===== src/rtl/ggt_binaer_if.sv =====
`default_nettype none
// ----------------------------------------------------------------------------
// Module   : ggt_binaer_if
// Function : request/result bundle of the binary-GCD unit
// Revision : 1.0
// ----------------------------------------------------------------------------
interface ggt_binaer_if #(
   parameter int WIDTH = 16
);
   localparam int CW = $clog2(2*WIDTH+2);

   logic             start_i;
   logic [WIDTH-1:0] Zahl1_i;
   logic [WIDTH-1:0] Zahl2_i;
   logic             ready_o;
   logic             valid_o;
   logic [WIDTH-1:0] ergebnis_o;
   logic [CW-1:0]    zyklen_o;

   modport master (
      output start_i, Zahl1_i, Zahl2_i,
      input  ready_o, valid_o, ergebnis_o, zyklen_o
   );

   modport slave (
      input  start_i, Zahl1_i, Zahl2_i,
      output ready_o, valid_o, ergebnis_o, zyklen_o
   );
endinterface
`default_nettype wire


===== src/rtl/ggt_binaer.sv =====
`default_nettype none
// ----------------------------------------------------------------------------
// Module   : ggt_binaer
// Function : binary (Stein) GCD using shifts and subtractions only
// Revision : 1.0
// ----------------------------------------------------------------------------
module ggt_binaer #(
   parameter int WIDTH = 16
) (
   input  logic         clk,
   input  logic         rst_i,
   ggt_binaer_if.slave  bus
);
   localparam int CW = $clog2(2*WIDTH+2);
   localparam int KW = $clog2(WIDTH)+1;

   typedef enum logic [0:0] {
      S_IDLE = 1'b0,
      S_RUN  = 1'b1
   } state_t;

   state_t           r_state, w_state_nxt;
   logic [WIDTH-1:0] r_a, w_a_nxt;
   logic [WIDTH-1:0] r_b, w_b_nxt;
   logic [KW-1:0]    r_k, w_k_nxt;
   logic [CW-1:0]    r_cnt, w_cnt_nxt;
   logic             r_valid, w_valid_nxt;
   logic [WIDTH-1:0] r_ergebnis, w_ergebnis_nxt;
   logic [CW-1:0]    r_zyklen, w_zyklen_nxt;

   always_ff @(posedge clk) begin
      if (rst_i) begin
         r_state    <= S_IDLE;
         r_a        <= '0;
         r_b        <= '0;
         r_k        <= '0;
         r_cnt      <= '0;
         r_valid    <= 1'b0;
         r_ergebnis <= '0;
         r_zyklen   <= '0;
      end else begin
         r_state    <= w_state_nxt;
         r_a        <= w_a_nxt;
         r_b        <= w_b_nxt;
         r_k        <= w_k_nxt;
         r_cnt      <= w_cnt_nxt;
         r_valid    <= w_valid_nxt;
         r_ergebnis <= w_ergebnis_nxt;
         r_zyklen   <= w_zyklen_nxt;
      end
   end

   always_comb begin
      w_state_nxt    = r_state;
      w_a_nxt        = r_a;
      w_b_nxt        = r_b;
      w_k_nxt        = r_k;
      w_cnt_nxt      = r_cnt;
      w_valid_nxt    = r_valid;
      w_ergebnis_nxt = r_ergebnis;
      w_zyklen_nxt   = r_zyklen;
      case (r_state)
         S_IDLE: begin
            if (bus.start_i) begin
               w_valid_nxt = 1'b0;
               w_cnt_nxt   = '0;
               // A zero operand makes the other one the answer without iterating
               if (bus.Zahl1_i == '0) begin
                  w_ergebnis_nxt = bus.Zahl2_i;
                  w_valid_nxt    = 1'b1;
                  w_zyklen_nxt   = '0;
               end else if (bus.Zahl2_i == '0) begin
                  w_ergebnis_nxt = bus.Zahl1_i;
                  w_valid_nxt    = 1'b1;
                  w_zyklen_nxt   = '0;
               end else begin
                  w_a_nxt     = bus.Zahl1_i;
                  w_b_nxt     = bus.Zahl2_i;
                  w_k_nxt     = '0;
                  w_state_nxt = S_RUN;
               end
            end
         end
         S_RUN: begin
            w_cnt_nxt = r_cnt + 1'b1;
            if (r_a == r_b) begin
               w_ergebnis_nxt = r_a << r_k;
               w_zyklen_nxt   = r_cnt + 1'b1;
               w_valid_nxt    = 1'b1;
               w_state_nxt    = S_IDLE;
            end else if (!r_a[0] && !r_b[0]) begin
               w_a_nxt = r_a >> 1;
               w_b_nxt = r_b >> 1;
               w_k_nxt = r_k + 1'b1;
            end else if (!r_a[0]) begin
               w_a_nxt = r_a >> 1;
            end else if (!r_b[0]) begin
               w_b_nxt = r_b >> 1;
            end else if (r_a > r_b) begin
               // Difference of two odd values is even, so halving is exact
               w_a_nxt = (r_a - r_b) >> 1;
            end else begin
               w_b_nxt = (r_b - r_a) >> 1;
            end
         end
         default: w_state_nxt = S_IDLE;
      endcase
   end

   assign bus.ready_o    = (r_state == S_IDLE);
   assign bus.valid_o    = r_valid;
   assign bus.ergebnis_o = r_ergebnis;
   assign bus.zyklen_o   = r_zyklen;
endmodule
`default_nettype wire


===== src/flat_wrapper.sv =====
// flat-port wrapper written by rule: the top's interface ports become plain ports
module ggt_binaer_flat 
#(
   parameter int WIDTH = 16
)
  (clk, rst_i, bus_start_i, bus_Zahl1_i, bus_Zahl2_i, bus_ready_o, bus_valid_o, bus_ergebnis_o, bus_zyklen_o);
  ggt_binaer_if #(.WIDTH(WIDTH)) bus_i ();
  input  logic clk;
  input  logic rst_i;
  input wire logic [$bits(bus_i.start_i)-1:0] bus_start_i;
  input wire logic [$bits(bus_i.Zahl1_i)-1:0] bus_Zahl1_i;
  input wire logic [$bits(bus_i.Zahl2_i)-1:0] bus_Zahl2_i;
  output wire logic [$bits(bus_i.ready_o)-1:0] bus_ready_o;
  output wire logic [$bits(bus_i.valid_o)-1:0] bus_valid_o;
  output wire logic [$bits(bus_i.ergebnis_o)-1:0] bus_ergebnis_o;
  output wire logic [$bits(bus_i.zyklen_o)-1:0] bus_zyklen_o;
  assign bus_i.start_i = bus_start_i;
  assign bus_i.Zahl1_i = bus_Zahl1_i;
  assign bus_i.Zahl2_i = bus_Zahl2_i;
  assign bus_ready_o = bus_i.ready_o;
  assign bus_valid_o = bus_i.valid_o;
  assign bus_ergebnis_o = bus_i.ergebnis_o;
  assign bus_zyklen_o = bus_i.zyklen_o;
  ggt_binaer #(.WIDTH(WIDTH)) u_core (.clk(clk), .rst_i(rst_i), .bus(bus_i));
endmodule

===== config.mk =====
export PLATFORM = sky130hd
export DESIGN_NAME = ggt_binaer_flat
export DESIGN_NICKNAME = d
export VERILOG_FILES = /design/src/rtl/ggt_binaer_if.sv /design/src/rtl/ggt_binaer.sv /design/src/flat_wrapper.sv
export SDC_FILE = /design/constraint.sdc
export NUM_CORES = 1
export LEC_CHECK = 0
export BUFFER_PORTS_ARGS = -buffer_cell sky130_fd_sc_hd__clkbuf_2
export CELL_PAD_IN_SITES_DETAIL_PLACEMENT = 0
export CELL_PAD_IN_SITES_GLOBAL_PLACEMENT = 2
export CORE_UTILIZATION = 36
export CTS_BUF_LIST = sky130_fd_sc_hd__clkbuf_4
export DETAILED_ROUTE_END_ITERATION = 8
export PLACE_DENSITY = 0.88
export SYNTH_ARGS = -nofsm -noshare
export SYNTH_HDL_FRONTEND = slang
export SYNTH_SLANG_ARGS = --single-unit

===== constraint.sdc =====
create_clock -name clk -period 3.1 [get_ports clk]
set_input_delay 0.155 -clock clk [delete_from_list [all_inputs] [get_ports clk]]
set_output_delay 0.155 -clock clk [all_outputs]
set_load 0.01 [all_outputs]

==> qor.yml <==
outcome:
  outcome: "completed"
die:
  io_pins: 59
  die_h_um: 130
  coreArea_um2: 15900
  dieArea_um2: 16900
  placementRows: 46
  initial_utilization: 0.370
  dieWidth_um: 130
timing:
  worst_pin_slew_ns: 0.885
  rsz0062_at_grt: "false"
  final-hold-violation-count: 0
  fin_crit_sh: 0.945
  fin_tns_setup_ns: 0
  max_freq_mhz: 342
  timing.final.ws_setup_ns: 0.172
  slew_violations: 0
  period_needed_ns: 2.93
  fin_worst_skew_ns: 0.0243
  slew-limit-headroom: 0.409
  setup_violations: 0
clock_network:
  clock-root-buffer: "clkbuf_4"
  htreeDepth: 3
  cts_tree: "built"
  cts_buffers: 9
  worst_skew_pair.late_latency_ns: 0.47
  clkTransAtPathRegs_ns: 0.14
  clockBufferDepth: 2
  cts.sinks: 67
logic_synthesis:
  synth-edff-count: 0
  synth-warning-count: 0
  syn_area_um2: 5890
  ys_types: 79
  syn_area_per_cell_um2: 7.64
  synthCells: 771
  synthArstFlopShare: 0
  syn_nets: 843
  ys_ff_latch: 67
  yosysSeqAreaShare: 0.228
  ys.flop_type: "dfxtp_1"
layout:
  diodes: 0
  final_common_cell: "a21oi_1"
  fin_nets: 902
  drive_gt1_frac: 0.194
  layout_common_cells: "a21oi_1, nor2_1, dfxtp_1"
  regArea_um2: 1340
  area_growth_syn_to_layout_pct: 14.4
  fill_cells: 1694
  multi_input_area_um2: 4170
worst_setup_path:
  cp_max_fo: 5
  arrival_ns: 3.29
  slowest_delay_ns: 0.51
  r2r_cells: 10
  critical-path-slowest-cell: "or4_1"
  critPathRequiredTime_ns: 3.47
  critPathKind: "reg2reg"
  critPathLaunchType: "flop"
  path_cells: "inv_1, ha_1, fa_1, and2b_2, o2111ai_4, and4_4, or4_1, nand4_1, a221oi_1, o41ai_2"
  rr_startpoint: "u_core.r_b[0]"
  r2r_setup_slack_ns: 0.17
  r2r-end: "u_core.r_b[13]"
  crit_path_end_kind: "flop"
routing:
  num_vias: 6347
  drtIter0Drc: 537
  totalWireLength_mm: 21.8
  drc_errors: 0
  dr.pass1.iters: 5
  avgRoutedWirePerCell_um: 20.8
  via_per_inst: 6.04
  drtAntennaViolNets: 0
min_path:
  hold_end: "u_core.r_b[11]"
  min_from: "bus_Zahl2_i[11]"
  hp-class: "in2reg"
  hold_depth: 3
placed_design:
  gp_congestion: 1.03
  portBuffers: 58
  dpl.hpwl_mm: 17.0
  pre_cts_ws_ns: 0.0638
global_routing:
  overflow: 0
  grt_max_degree: 40
  grt_pass1_vias: 5914
  grt_antenna_before_repair: 0
  grt_use_total: 0.263
  grt_pass1_wl_mm: 33.1
pwr:
  p_leak_nw: 2.67
  ir_drop_mv: 0.248
  cellPowerDensity_nw_per_um2: 594
job:
  cap_violations: 0
## logic make-up (layout without fill, tap and decap cells)
group                    Yosys count  after routing  synth area share
AO/OA/AOI/OAI                    279            279             0.328
AND/OR/NAND/NOR                  246            246             0.214
buffers and inverters             97            161            0.0720
flip-flops                        67             67             0.228
adder cells (fa/ha/maj)           37             37            0.0811
multiplexers                      24             24            0.0456
XOR/XNOR                          21             21            0.0312
## report_power, final
| group | total, mW | internal [mW] | switching, mW | leakage [nW] |
|---|---|---|---|---|
| Combinational | 2.35 | 0.946 | 1.40 | 2.05 |
| Clock | 0.643 | 0.249 | 0.394 | 0.0725 |
| Sequential | 1.02 | 0.932 | 0.0844 | 0.547 |
| Total | 4.01 | 2.13 | 1.88 | 2.67 |
## through the flow
step	total power, mW	cell area, um^2	utilization	hold slack, ns	cells
finish	4.01	6740	0.423	0.0353	1051
CTS	3.93	6690	0.419	0.00826	1050
detailed placement	3.27	6520	0.409	0.468	1032
global route	4.23	6740	0.423	0.0193	1051
floorplan	2.57	5890	-	0.322	771
global placement	3.25	6520	0.409	0.463	1032
## cell usage after synthesis, types with 4 or more instances
library cell / instances / share of area
o21ai_0: 43 / 0.037
a211oi_1: 21 / 0.027
inv_1: 41 / 0.026
nor3_1: 15 / 0.013
clkbuf_1: 27 / 0.017
buf_2: 15 / 0.013
or2_2: 13 / 0.014
nor4_1: 9 / 0.0096
a221oi_1: 5 / 0.0074
nand3_1: 26 / 0.022
a21boi_0: 4 / 0.0051
nand2_1: 38 / 0.024
nand4_1: 9 / 0.0096
mux2i_1: 19 / 0.032
o221ai_1: 7 / 0.010
dfxtp_1: 67 / 0.23
ha_1: 35 / 0.074
o21a_1: 9 / 0.011
and2_1: 7 / 0.0074
nor3b_1: 5 / 0.0064
o31a_1: 4 / 0.0059
nand2b_1: 10 / 0.011
a21o_1: 12 / 0.015
o211ai_1: 7 / 0.0089
nor2_1: 70 / 0.045
nand3b_1: 5 / 0.0064
and3_1: 7 / 0.0074
o31ai_1: 6 / 0.0076
a32o_1: 14 / 0.024
buf_4: 9 / 0.011
xor2_1: 6 / 0.0089
a31oi_1: 11 / 0.012
a21oi_1: 81 / 0.069
o22ai_1: 8 / 0.0085
or3_1: 10 / 0.011
o211a_1: 5 / 0.0085
o41ai_1: 6 / 0.0089
nor2b_1: 8 / 0.0085
xnor2_1: 15 / 0.022
## critical path: cells and delay by family (launching register included)
family / cells / cell delay, ns
buffers and inverters: 1 / 0.11
AO/OA/AOI/OAI: 3 / 0.56
adder cells (fa/ha/maj): 2 / 0.68
AND/OR/NAND/NOR: 4 / 1.10
flip-flops: 1 / 0.38
## timing repair
| action | CTS | global route |
|---|---|---|
| gates resized for setup | 0 | 7 |
| buffers inserted | 0 | 1 |
| hold buffers | 2 | 0 |
| endpoints found under the setup margin | 0 | 17 |
| hold endpoints to repair | 2 | 0 |
## state kept, by name (all words and copies together), names as in the netlist
signal,flops
u_core.bus.ergebnis_o,16
u_core.r_b,16
u_core.r_a,16
u_core.bus.zyklen_o,6
u_core.r_state,1
u_core.bus.valid_o,1
u_core.r_k,5
u_core.r_cnt,6
## how the worst max path moves through the flow
stage	startpoint	end	slack, ns	depth (start not counted)
2_1_floorplan	u_core.r_a[0]	u_core.r_a[10]	0.31	11
3_3_place_gp	u_core.r_b[0]	u_core.r_b[13]	0.17	10
3_5_place_dp	u_core.r_b[0]	u_core.r_b[13]	0.06	10
4_1_cts	u_core.r_b[0]	u_core.r_b[13]	0.04	10
5_1_grt	u_core.r_b[2]	u_core.r_b[11]	0.02	10
6_report	u_core.r_b[0]	u_core.r_b[13]	0.17	10
## layout make-up
cell class,instances,area share
Multi-Input combinational cell,607,0.618
Clock buffer,9,0.0100
Inverter,42,0.0234
Sequential cell,67,0.199
Clock inverter,7,0.0113
Tap cell,216,0.0401
Timing Repair Buffer,103,0.0981
## routing by layer
| metal | vias up | global-route usage | share of wire |
|---|---|---|---|
| met5 | - | 0 | 0 |
| met4 | 0 | 0.122 | 0.047 |
| met3 | 59 | 0.0496 | 0.059 |
| met2 | 265 | 0.396 | 0.43 |
| met1 | 3037 | 0.361 | 0.46 |
| li1 | 2986 | - | - |
Power figures use the tool's default switching activity.
